### src/rtl/seq_entry_tracker.sv
// Per-player sequence-entry front end: captures a 4-symbol target on the round start,
// matches key presses in order, and flags completion or a per-symbol timeout.
module seq_entry_tracker #(
   parameter int unsigned TIMEOUT_CYCLES = 50000000,
   parameter int unsigned TMR_W          = 26
) (
   input  logic       Clk,
   input  logic       Rst,
   input  logic       Start,
   input  logic [7:0] Seq,
   input  logic [1:0] Key,
   input  logic       KeyValid,
   output logic [3:0] Prog,
   output logic       Done,
   output logic       Timeout
);

   typedef enum logic [1:0] {
      IDLE = 2'd0,
      PLAY = 2'd1,
      DONE = 2'd2,
      FAIL = 2'd3
   } state_t;

   localparam logic [TMR_W-1:0] RELOAD = TMR_W'(TIMEOUT_CYCLES - 1);

   state_t           state_q, state_n;
   logic [3:0]       prog_q, prog_n;
   logic             done_q, done_n;
   logic             timeout_q, timeout_n;
   logic [1:0]       idx_q, idx_n;
   logic [TMR_W-1:0] timer_q, timer_n;
   logic [7:0]       seq_q, seq_n;
   logic             start_q;

   logic             start_rise;
   logic [1:0]       expected_sym;

   assign start_rise   = Start && !start_q;
   assign expected_sym = seq_q[{idx_q, 1'b0} +: 2];

   // NOTE: registers use non-blocking assignments only, so every flop samples the
   // pre-edge value of the others regardless of process ordering.
   always_ff @(posedge Clk or negedge Rst) begin
      if (!Rst) begin
         state_q   <= IDLE;
         prog_q    <= '0;
         done_q    <= 1'b0;
         timeout_q <= 1'b0;
         idx_q     <= '0;
         timer_q   <= '0;
         seq_q     <= '0;
         start_q   <= 1'b0;
      end else begin
         state_q   <= state_n;
         prog_q    <= prog_n;
         done_q    <= done_n;
         timeout_q <= timeout_n;
         idx_q     <= idx_n;
         timer_q   <= timer_n;
         seq_q     <= seq_n;
         start_q   <= Start;
      end
   end

   // NOTE: every signal driven here gets a hold/default value first, so no path
   // through the case leaves one unassigned and no latch is inferred.
   always_comb begin
      state_n = state_q;
      prog_n  = prog_q;
      idx_n   = idx_q;
      timer_n = timer_q;
      seq_n   = seq_q;

      case (state_q)
         IDLE: begin
            prog_n = '0;
            if (start_rise) begin
               seq_n   = Seq;
               idx_n   = '0;
               timer_n = RELOAD;
               state_n = PLAY;
            end
         end

         // Abort beats key, key beats expiry: a press landing on timer == 0 still counts.
         PLAY: begin
            if (!Start) begin
               state_n = IDLE;
               prog_n  = '0;
            end else if (KeyValid) begin
               if (Key == expected_sym) begin
                  prog_n[idx_q] = 1'b1;
                  if (idx_q == 2'd3) begin
                     state_n = DONE;
                  end else begin
                     idx_n   = idx_q + 2'd1;
                     timer_n = RELOAD;
                  end
               end else begin
                  prog_n  = '0;
                  idx_n   = '0;
                  timer_n = RELOAD;
               end
            end else if (timer_q == '0) begin
               state_n = FAIL;
               prog_n  = '0;
            end else begin
               timer_n = timer_q - 1'b1;
            end
         end

         DONE: begin
            prog_n = 4'b1111;
            if (!Start) begin
               state_n = IDLE;
               prog_n  = '0;
            end
         end

         FAIL: begin
            prog_n = '0;
            if (!Start) state_n = IDLE;
         end

         default: begin
            state_n = IDLE;
            prog_n  = '0;
            idx_n   = '0;
            timer_n = '0;
         end
      endcase

      done_n    = (state_n == DONE);
      timeout_n = (state_n == FAIL);
   end

   assign Prog    = prog_q;
   assign Done    = done_q;
   assign Timeout = timeout_q;

endmodule

### config.mk
export PLATFORM = sky130hd
export DESIGN_NAME = seq_entry_tracker
export DESIGN_NICKNAME = d
export VERILOG_FILES = /design/src/rtl/seq_entry_tracker.sv
export SDC_FILE = /design/constraint.sdc
export NUM_CORES = 1
export LEC_CHECK = 0
export ABC_CLOCK_PERIOD_IN_PS = 4000
export BUFFER_PORTS_ARGS = -buffer_cell sky130_fd_sc_hd__buf_4
export CAP_MARGIN = 20
export CORE_AREA = 2 2 102 104
export CTS_BUF_LIST = sky130_fd_sc_hd__clkbuf_16
export DETAILED_ROUTE_END_ITERATION = 8
export DIE_AREA = 0 0 104 106
export MAX_ROUTING_LAYER = met4
export SLEW_MARGIN = 20
export SYNTH_ARGS = -nofsm -noshare
export SYNTH_HDL_FRONTEND = slang
export SYNTH_SLANG_ARGS = --single-unit
### constraint.sdc
create_clock -name Clk -period 4 [get_ports Clk]
set_clock_uncertainty 0.15 [all_clocks]
set_input_delay 0.8 -clock Clk [delete_from_list [all_inputs] [get_ports Clk]]
set_output_delay 0.8 -clock Clk [all_outputs]
set_load 0.02 [all_outputs]
==> results.toml <==
[drt]
vias = 1958
wl_per_cell_um = 12.5
viasPerCell = 4.68
drt-total-wl_mm = 5.22
dr.pass1.iters = 4
antenna_left = 0
post-route-drc-count = 0
initialDrtViolationCount = 69

[power]
p_leak_nw = 1.14
combinationalPowerShare_pct = 15.0
p_per_area_nw_per_um2 = 385
seqPwrFrac_pct = 50.0
p_int_mw = 0.793
power.switching_mw = 0.298
vdd_drop_max_uv = 179
clkPwrFrac_pct = 35.1
p_sw_share_pct = 27.3
finalPower_mw = 1.09

[logic_synthesis]
syn_inst = 263
synthesis.area_um2 = 2430
ys_async_sr_fraction_pct = 100
ys_types = 44
yosysSeqAreaShare_pct = 46.3
ys_seq_elements = 45
synthFlopType = "dfrtp_1"
yosysMostFrequentCell = "dfrtp_1"
synth-edff-count = 0
synth_nets = 283
synth_top_area_share_pct = 46.3
netlist_top_cells_area = "dfrtp_1 46%, o21ai_0 5.6%, nand2_1 4.3%, nor2_1 4.0%, a21oi_1 3.9%"
yosys_warnings = 0
yosys-top-cells-count = "45 x dfrtp_1, 28 x nand2_1, 27 x o21ai_0"
synth_largest_area_cell = "dfrtp_1"
avgSynthCellArea_um2 = 9.24

[setup_path]
start_kind = "register"
cp-end-kind = "register"
cp_data_required_time_ns = 4.03
path_max_fanout = 15
max_stage_delay_ns = 0.70
worstSetupPathType = "register to register"
rrSetupSlack_ns = 1.03
crit_chain = "mux2i_1 -> xnor2_1 -> or4b_1 -> nand2_1 -> o31ai_2 -> buf_4 -> nand2_1 -> o31ai_1"
crit_path_frequent_cell = "nand2_1"
crit_slowest_cell = "o31ai_2"
startpoint = "idx_q[0]$_DFFE_PN0P_"
arrival_ns = 3.00
worstRegToRegCells = 8
r2r-start = "idx_q[0]$_DFFE_PN0P_"
r2r-end = "idx_q[1]$_DFFE_PN0P_"

[final_layout]
final-instance-count-excl-fill = 418
diodes = 0
drive_gt1_share_pct = 17.4
area_growth_pct = 16.7
nets = 303
fin_area_um2 = 2840
fin_util_pct = 28.4

[placed_design]
gp_congestion = 0.802
placed_cell_area_um2 = 2710
port_buffers = 19
placed_cells = 412
place_ws_ns = 0.941
dp_hpwl_mm = 3.69

[sta]
finalCritPeriodShare_pct = 74.3
fmax_ghz = 0.337
setup_viol = 0
holdWs_ns = 0.333
worst_slew_margin_rel_pct = 45.8
fin_ws_ns = 1.03
final_max_slew_viol_count = 0
hold_viol = 0
min_period_ns = 2.97
rsz0062_at_grt = "no"
tightest_slew_ns = 0.808
fin_tns_setup_ns = 0

[clocking]
clk_pin_slew_ns = 0.06
cts.path.max_buffers = 2
h-tree-depth = 2
clk_latency_ns = 0.28
ctsResizeCount = 0
cts_buffers = 5
cts_setup_buffers = 0
cts_hold_buf = 0
root_buffer = "clkbuf_16"
numClockSinks = 45
cts_tree = "done"

[grt]
grt.met2_usage_pct = 15.5
busiest_layer = "met2"
grt_pass1_wl_mm = 8.87
met3_usage_pct = 1.66
gr-usage-met1_pct = 13.5
antenna_found_initial = 0
grt_max_degree = 46
grt_pass1_vias = 1849
overflow = 0
grt.total_usage_pct = 10.2

[die]
die_x_um = 104
rows = 37
initial_core_util_pct = 24.3
die-area_um2 = 11000
coreArea_um2 = 10000
ios = 20
die_height_um = 106

[hold_path]
holdPathStages = 1
hp-start = "timer_q[23]$_DFFE_PN0P_"
holdCritPathClass = "register to register"
hold_end = "timer_q[23]$_DFFE_PN0P_"

[job]
cap_violations = 0

[outcome]
run_status = "complete, no violations"
-- worst max-delay path: cells and delay by family, from the launching register on --
kind / cells / cell delay (ns)
AO/OA/AOI/OAI: 2 / 0.98
multiplexers: 1 / 0.27
buffers and inverters: 1 / 0.34
AND/OR/NAND/NOR: 3 / 0.39
flip-flops: 1 / 0.57
XOR/XNOR: 1 / 0.16
-- cell families (layout without fill, tap and decap cells) --
group	after synthesis	count (layout)	synth area share, %
adder cells (fa/ha/maj)	6	6	3.09
buffers and inverters	19	38	4.01
XOR/XNOR	4	4	1.44
flip-flops	45	45	46.3
AO/OA/AOI/OAI	73	73	17.4
AND/OR/NAND/NOR	104	104	22.3
multiplexers	12	12	5.35
-- power groups by stage --
stage	logic, mW	clock network (mW)	registers [mW]
2_1_floorplan	0.135	0	0.532
3_3_place_gp	0.160	0	0.551
3_5_place_dp	0.165	0	0.554
4_1_cts	0.166	0.397	0.546
5_1_grt	0.186	0.415	0.553
6_report	0.163	0.383	0.545
-- state kept, by name, summed over array words and instances (netlist names) --
name / count
timer_q: 26
seq_q: 8
Prog: 4
idx_q: 2
state_q: 2
Done: 1
Timeout: 1
start_q: 1
-- final cells by class --
type | instances | area (um2)
Tap cell | 136 | 170
Sequential cell | 45 | 1130
Fill cell | 1081 | 7160
Clock buffer | 5 | 125
Clock inverter | 1 | 5.00
Multi-Input combinational cell | 199 | 1210
Timing Repair Buffer | 22 | 165
Inverter | 10 | 37.5
-- layout by cell type, fill, tap and decap left out, drive strengths merged --
cell type / netlist / layout
dfrtp: 45 / 45
nand2: 29 / 29
o21ai: 28 / 28
nor2: 27 / 27
buf: 5 / 22
a21oi: 20 / 20
a31oi: 12 / 12
inv: 10 / 10
nor3: 10 / 10
mux2: 8 / 8
nor4: 8 / 8
nand2b: 6 / 6
ha: 6 / 6
o21a: 5 / 5
clkbuf: 4 / 5
o31ai: 5 / 5
mux2i: 4 / 4
nand3: 4 / 4
or4: 4 / 4
xnor2: 3 / 3
nand4: 3 / 3
or2: 3 / 3
and3: 3 / 3
nor2b: 2 / 2
or4b: 2 / 2
xor2: 1 / 1
or3: 1 / 1
and2: 1 / 1
o31a: 1 / 1
a41oi: 1 / 1
nor3b: 1 / 1
a21o: 1 / 1
clkinv: 0 / 1
-- layer usage --
layer  vias up  wire, um  part of all wire, %
li1        980         -                    -
met1       940      2590                   50
met2        30      2370                   45
met3         8       158                  3.0
met4         0        98                  1.9
met5         -         0                    0
-- worst max path at each step --
stage / endpoint / slack [ns]
3_3_place_gp: timer_q[5]$_DFFE_PN0P_ / 0.96
3_5_place_dp: idx_q[1]$_DFFE_PN0P_ / 0.94
5_1_grt: idx_q[1]$_DFFE_PN0P_ / 0.74
4_1_cts: idx_q[1]$_DFFE_PN0P_ / 1.02
6_report: idx_q[1]$_DFFE_PN0P_ / 1.03
2_1_floorplan: timer_q[8]$_DFFE_PN0P_ / 1.45
(Power assumes the default switching activity.)
